==> src/rtl/rdc_pkg.sv <==
// Shared constants and entry layout for the redundant-compute result collector
// and the benches that drive the wrapper.
package rdc_pkg;

  localparam int RDC_WIDTH        = 64;
  localparam int RDC_SEQ_W        = 8;
  localparam int RDC_DEPTH        = 4;
  localparam int RDC_CNT_W        = 16;
  localparam int RDC_FAULT_THRESH = 3;
  localparam int RDC_CONSEC_W     = 8;

  // Default-width entry; the collector re-declares it locally from its own parameters.
  typedef struct packed {
    logic [RDC_WIDTH-1:0] data;
    logic                 mismatch;
    logic [RDC_SEQ_W-1:0] seq;
  } rdc_entry_t;

  function automatic logic [RDC_CONSEC_W-1:0] consec_inc(input logic [RDC_CONSEC_W-1:0] v);
    return (&v) ? v : v + RDC_CONSEC_W'(1);
  endfunction

endpackage

==> src/rtl/rdc_sync_fifo.sv <==
// Generic register FIFO: DEPTH entries of ENTRY_W bits, head readable combinationally,
// full/empty derived from a registered occupancy count.
module rdc_sync_fifo #(
  parameter int ENTRY_W = 8,
  parameter int DEPTH   = 4
) (
  input  logic                     clk,
  input  logic                     rst,
  input  logic                     push,
  input  logic [ENTRY_W-1:0]       push_entry,
  input  logic                     pop,
  output logic [ENTRY_W-1:0]       head_entry,
  output logic                     full,
  output logic                     empty,
  output logic [$clog2(DEPTH):0]   count
);

  localparam int AW = $clog2(DEPTH);
  localparam logic [AW:0] FULL_C = (AW+1)'(DEPTH);

  logic [ENTRY_W-1:0] mem_reg [DEPTH];
  logic [AW-1:0]      wr_ptr_reg, wr_ptr_next;
  logic [AW-1:0]      rd_ptr_reg, rd_ptr_next;
  logic [AW:0]        count_reg, count_next;
  logic [DEPTH-1:0]   wr_en;
  logic               push_ok, pop_ok;

  assign full    = (count_reg == FULL_C);
  assign empty   = (count_reg == '0);
  assign count   = count_reg;
  assign push_ok = push & ~full;
  assign pop_ok  = pop & ~empty;

  assign head_entry = mem_reg[rd_ptr_reg];

  genvar gi;
  generate
    for (gi = 0; gi < DEPTH; gi++) begin : g_wr_en
      assign wr_en[gi] = push_ok && (wr_ptr_reg == AW'(gi));
    end
  endgenerate

  always_comb begin
    wr_ptr_next = wr_ptr_reg;
    rd_ptr_next = rd_ptr_reg;
    count_next  = count_reg;
    if (push_ok) wr_ptr_next = wr_ptr_reg + AW'(1);
    if (pop_ok)  rd_ptr_next = rd_ptr_reg + AW'(1);
    case ({push_ok, pop_ok})
      2'b10:   count_next = count_reg + (AW+1)'(1);
      2'b01:   count_next = count_reg - (AW+1)'(1);
      default: count_next = count_reg;
    endcase
  end

  always_ff @(posedge clk or posedge rst) begin
    if (rst) begin
      wr_ptr_reg <= '0;
      rd_ptr_reg <= '0;
      count_reg  <= '0;
    end else begin
      wr_ptr_reg <= wr_ptr_next;
      rd_ptr_reg <= rd_ptr_next;
      count_reg  <= count_next;
    end
  end

  // Storage is cleared on reset so an empty FIFO presents an all-zero head.
  always_ff @(posedge clk or posedge rst) begin
    if (rst) begin
      for (int i = 0; i < DEPTH; i++) mem_reg[i] <= '0;
    end else begin
      for (int i = 0; i < DEPTH; i++) begin
        if (wr_en[i]) mem_reg[i] <= push_entry;
      end
    end
  end

endmodule

==> src/rtl/rdc_result_collector.sv <==
// Tags results from the redundant compute wrapper with a sequence number, buffers them
// toward writeback, and keeps mismatch statistics plus a sticky consecutive-mismatch fault.
module rdc_result_collector
  import rdc_pkg::*;
#(
  parameter int WIDTH        = RDC_WIDTH,
  parameter int DEPTH        = RDC_DEPTH,
  parameter int SEQ_W        = RDC_SEQ_W,
  parameter int CNT_W        = RDC_CNT_W,
  parameter int FAULT_THRESH = RDC_FAULT_THRESH
) (
  input  logic             clk,
  input  logic             rst,
  input  logic             res_valid,
  output logic             res_ready,
  input  logic [WIDTH-1:0] res_data,
  input  logic             res_mismatch,
  output logic             out_valid,
  input  logic             out_ready,
  output logic [WIDTH-1:0] out_data,
  output logic             out_mismatch,
  output logic [SEQ_W-1:0] out_seq,
  output logic             fault,
  input  logic             fault_clr,
  input  logic             cnt_clr,
  output logic [CNT_W-1:0] mis_total,
  output logic             err_valid,
  output logic [SEQ_W-1:0] err_seq,
  output logic [WIDTH-1:0] err_data,
  output logic             ovf
);

  typedef struct packed {
    logic [WIDTH-1:0] data;
    logic             mismatch;
    logic [SEQ_W-1:0] seq;
  } entry_t;

  localparam int ENTRY_W = $bits(entry_t);
  localparam logic [$clog2(DEPTH):0]   FULL_COUNT = ($clog2(DEPTH)+1)'(DEPTH);
  localparam logic [RDC_CONSEC_W-1:0]  THRESH_C   = RDC_CONSEC_W'(FAULT_THRESH);

  entry_t                 push_entry, head_entry;
  logic                   fifo_full, fifo_empty;
  logic [$clog2(DEPTH):0] fifo_count;
  logic                   push_ok, drop, pop;

  logic [SEQ_W-1:0]        seq_reg, seq_next;
  logic [RDC_CONSEC_W-1:0] consec_reg, consec_next;
  logic                    fault_reg, fault_next;
  logic [CNT_W-1:0]        mis_total_reg, mis_total_next;
  logic                    err_valid_reg, err_valid_next;
  logic [SEQ_W-1:0]        err_seq_reg, err_seq_next;
  logic [WIDTH-1:0]        err_data_reg, err_data_next;
  logic                    ovf_reg, ovf_next;

  // Acceptance looks only at registered occupancy; a pop at full does not free a slot this cycle.
  assign res_ready = (fifo_count != FULL_COUNT);
  assign push_ok   = res_valid & res_ready;
  assign drop      = res_valid & fifo_full;
  assign out_valid = ~fifo_empty;
  assign pop       = out_valid & out_ready;

  assign push_entry = '{data: res_data, mismatch: res_mismatch, seq: seq_reg};

  rdc_sync_fifo #(
    .ENTRY_W (ENTRY_W),
    .DEPTH   (DEPTH)
  ) u_fifo (
    .clk        (clk),
    .rst        (rst),
    .push       (push_ok),
    .push_entry (push_entry),
    .pop        (pop),
    .head_entry (head_entry),
    .full       (fifo_full),
    .empty      (fifo_empty),
    .count      (fifo_count)
  );

  assign out_data     = head_entry.data;
  assign out_mismatch = head_entry.mismatch;
  assign out_seq      = head_entry.seq;

  // Clears take effect first, so a same-cycle push is counted against the cleared state.
  always_comb begin
    seq_next       = seq_reg;
    consec_next    = fault_clr ? '0 : consec_reg;
    fault_next     = fault_clr ? 1'b0 : fault_reg;
    mis_total_next = cnt_clr ? '0 : mis_total_reg;
    err_valid_next = cnt_clr ? 1'b0 : err_valid_reg;
    err_seq_next   = err_seq_reg;
    err_data_next  = err_data_reg;
    ovf_next       = (cnt_clr ? 1'b0 : ovf_reg) | drop;

    if (push_ok) begin
      seq_next = seq_reg + SEQ_W'(1);
      if (res_mismatch) begin
        consec_next    = consec_inc(consec_next);
        mis_total_next = (&mis_total_next) ? mis_total_next : mis_total_next + CNT_W'(1);
        if (consec_next >= THRESH_C) fault_next = 1'b1;
        if (!err_valid_next) begin
          err_valid_next = 1'b1;
          err_seq_next   = seq_reg;
          err_data_next  = res_data;
        end
      end else begin
        consec_next = '0;
      end
    end
  end

  always_ff @(posedge clk or posedge rst) begin
    if (rst) begin
      seq_reg       <= '0;
      consec_reg    <= '0;
      fault_reg     <= 1'b0;
      mis_total_reg <= '0;
      err_valid_reg <= 1'b0;
      err_seq_reg   <= '0;
      err_data_reg  <= '0;
      ovf_reg       <= 1'b0;
    end else begin
      seq_reg       <= seq_next;
      consec_reg    <= consec_next;
      fault_reg     <= fault_next;
      mis_total_reg <= mis_total_next;
      err_valid_reg <= err_valid_next;
      err_seq_reg   <= err_seq_next;
      err_data_reg  <= err_data_next;
      ovf_reg       <= ovf_next;
    end
  end

  assign fault     = fault_reg;
  assign mis_total = mis_total_reg;
  assign err_valid = err_valid_reg;
  assign err_seq   = err_seq_reg;
  assign err_data  = err_data_reg;
  assign ovf       = ovf_reg;

endmodule

==> config.mk <==
export PLATFORM = sky130hd
export DESIGN_NAME = rdc_result_collector
export DESIGN_NICKNAME = d
export VERILOG_FILES = /design/src/rtl/rdc_pkg.sv /design/src/rtl/rdc_sync_fifo.sv /design/src/rtl/rdc_result_collector.sv
export SDC_FILE = /design/constraint.sdc
export NUM_CORES = 1
export LEC_CHECK = 0
export BUFFER_PORTS_ARGS = -buffer_cell sky130_fd_sc_hd__buf_4
export CAP_MARGIN = 10
export CELL_PAD_IN_SITES_DETAIL_PLACEMENT = 1
export CELL_PAD_IN_SITES_GLOBAL_PLACEMENT = 1
export CORE_ASPECT_RATIO = 0.9
export CORE_MARGIN = 2
export CORE_UTILIZATION = 43
export CTS_BUF_LIST = sky130_fd_sc_hd__clkbuf_16
export CTS_CLUSTER_DIAMETER = 60
export DETAILED_ROUTE_END_ITERATION = 6
export GPL_TIMING_DRIVEN = 1
export PLACE_DENSITY = 0.72
export SLEW_MARGIN = 30
export SYNTH_ARGS = -nofsm -noshare
export SYNTH_HDL_FRONTEND = slang
export SYNTH_SLANG_ARGS = --single-unit
==> constraint.sdc <==
create_clock -name clk -period 16.75 [get_ports clk]
set_input_delay 3.35 -clock clk [delete_from_list [all_inputs] [get_ports clk]]
set_output_delay 3.35 -clock clk [all_outputs]
set_load 0.1 [all_outputs]
==> flow_metrics.tcl <==
set metrics [dict create \
    vias 10100 \
    place_inst 1867 \
    reg2reg_to "err_seq[6]" \
    diodes 0 \
    finalClockSkew_ns 0.01110 \
    cp_max_fo 38 \
    fmax_ghz 0.1538 \
    end_kind "output port" \
    reg2reg_depth 5 \
    io_buffer_count 236 \
    hold_start "u_fifo.count[2]" \
    drc_errors 0 \
    synthArstFlopShare 1.000 \
    finalNonFillerCells 1948 \
    synthesis.nets 1173 \
    dr.first_iter.drc_count 449 \
    arrival_ns 3.15 \
    synthFlopType "dfrtp_1" \
    cts_tree "done" \
    dieArea_sq_um 46650 \
    fp.dieH_um 205.1 \
    finalSetupViolCount 0 \
    layout-drive-gt1-share 0.5593 \
    postCtsHoldBufs 0 \
    clk_pin_slew_ns 0.06 \
    hold_depth 1 \
    critical_path_class "reg2out" \
    postCtsSetupBuffers 0 \
    yosysSeqAreaShare 0.5258 \
    grt.overflow.total 0 \
    drv_slew 0 \
    wl_um 43640 \
    area_growth_pct 15.89 \
    first_pass_iters 4 \
    fin_crit_sh 0.3882 \
    synth_area_sq_um 19320 \
    r2r_start "u_fifo.count[2]" \
    hold_viol_final 0 \
    insertion_delay_ns 0.56 \
    cts-buffers-inserted 45 \
    final.setup.tns_ns 0 \
    postSynthCellCount 1094 \
    die_w_um 227.4 \
    yosysUniqueCellTypes 45 \
    antenna_found_initial 0 \
    grt_pass1_vias 11250 \
    cp.required_ns 13.40 \
    syn_avg_cell_area_sq_um 17.66 \
    ys_seq_elements 406 \
    core_sq_um 44300 \
    cts-root-buf "clkbuf_16" \
    drv_cap 0 \
    worstSetupStartpointType "register" \
    worstHoldPathType "reg2reg" \
    max_slew_margin 0.3545 \
    clk_path_buf_depth 3 \
    status "finished clean" \
    synth_edf_count 0 \
    largest_reg_flops 292 \
    ant_nets 0 \
    h-tree-depth 2 \
    final_area_sq_um 22390 \
    yosys_warnings 0 \
    nets 1394 \
    wl_per_cell_um 22.40 \
    tightest_slew_ns 0.9682 \
    rsz0062_at_grt "false" \
    start_util 0.4362 \
    io_pins 237 \
    fin_crit_ns 6.502 \
    vias_per_cell 5.185 \
    grt_pass1_wl_um 68560 \
    rows 73 \
    cts_resized 0 \
    grt_max_degree 182 \
    globalplace.congestion 0.7660 \
    track_usage 0.1905 \
    clock-sinks 406 \
    r2r_slack_ns 13.70 \
    hold_path_end "u_fifo.count[2]" \
    placed_area_sq_um 21020 \
    post-dp-hpwl_um 25600 \
]
==> placed cells by master, fill, tap and decap left out, types with 3 or more instances in the layout <==
master       n
dfrtp_1    404
mux2_4     350
buf_4      239
mux4_2      73
clkbuf_16   45
nand2_1     25
inv_1       19
nor2_1      18
xnor2_1     18
mux2_2      15
clkinv_1    12
o21ai_0     11
nand4_1      9
nor4_1       9
nor3_1       9
nand2b_1     7
xor2_1       7
ha_1         7
clkinv_2     7
nor2b_1      4
and4_1       4
nand3_1      4
nand2_8      4
and2_1       3
a31oi_1      3
or2_2        3
mux2i_1      3
==> per-layer routing <==
layer / wire (um) / global-route usage / vias up
met1: 20230 / 0.2682 / 5438
met2: 20910 / 0.3051 / 179
li1: - / - / 4430
met3: 1745 / 0.03414 / 54
met5: 0 / 0 / -
met4: 747 / 0.04972 / 0
==> kinds of logic (layout without fill, tap and decap cells) <==
| family | count (synthesis) | after routing | share of synthesized area |
|---|---|---|---|
| muxes | 441 | 441 | 0.3674 |
| DFF | 406 | 406 | 0.5258 |
| and+or+nand+nor | 108 | 108 | 0.03264 |
| buffers and inverters | 80 | 334 | 0.04863 |
| AOI/OAI and AO/OA | 26 | 26 | 0.008612 |
| xor gates and xnor gates | 25 | 25 | 0.01133 |
| adders and majority gates | 8 | 8 | 0.005569 |
==> worst max-delay path by stage <==
stage,slack (ns),from,to,cells past startpoint
2_1_floorplan,2.11,rst,consec_reg[0],1
3_3_place_gp,10.74,u_fifo.rd_ptr_reg[1],out_data[35],3
3_5_place_dp,10.62,res_mismatch,err_seq[5],6
4_1_cts,10.08,u_fifo.rd_ptr_reg[1],out_data[35],3
5_1_grt,10.02,u_fifo.rd_ptr_reg[1],out_data[35],3
6_report,10.25,u_fifo.rd_ptr_reg[1],out_data[35],3
==> synth_stat cells (2+ instances only) <==
cell type	n	area share
nor2b_1	4	0.0013
o21ai_0	11	0.0028
mux2_2	15	0.0087
or2_2	3	0.00097
nand2_1	25	0.0049
xor2_1	7	0.0032
o211ai_1	2	0.00078
a41oi_1	2	0.00091
o22ai_1	2	0.00065
and2_4	2	0.00091
nand4_1	9	0.0029
clkbuf_1	10	0.0019
mux2i_1	3	0.0016
nor3_1	9	0.0023
dfrtp_1	406	0.53
mux4_2	73	0.085
nand2_8	4	0.0041
ha_1	7	0.0045
buf_12	37	0.038
a31oi_1	3	0.00097
and3_1	2	0.00065
buf_2	11	0.0028
nor2_1	18	0.0035
and4_1	4	0.0018
buf_1	6	0.0012
nand2b_1	7	0.0023
xnor2_1	18	0.0082
and2_1	3	0.00097
a22oi_1	2	0.00078
a21oi_1	2	0.00052
buf_6	3	0.0017
mux2_4	350	0.27
nand3_1	4	0.0010
inv_1	11	0.0021
nor4_1	9	0.0029
==> worst max-delay path: stages, from the launching register on <==
cell and delay, ns:
dfrtp_4 0.87, buf_4 0.78, mux4_2 0.63, buf_4 0.26
==> per-stage QoR <==
step | worst slack [ns] | hold slack, ns | utilization
6_report | 10.25 | 0.4862 | 0.5055
5_1_grt | 10.02 | 0.5142 | 0.5055
4_1_cts | 10.08 | 0.4930 | 0.5047
3_5_place_dp | 10.62 | 0.4771 | 0.4745
3_3_place_gp | 10.74 | 0.4598 | 0.4744
2_1_floorplan | 2.105 | 0.4458 | -
==> area by class of cell <==
type / count / area [sq um]
inverter: 12 / 57.56
clock buffer: 45 / 1126
tap: 600 / 750.7
sequential: 406 / 10170
multi-input combinational: 608 / 8222
timing repair buffer: 242 / 1853
clock inverter: 35 / 215.2
fill: 4232 / 21910
Power is left out: the tool's default activity adds up to more than one toggle a clock period on the data nets, which glitch-free logic cannot reach.
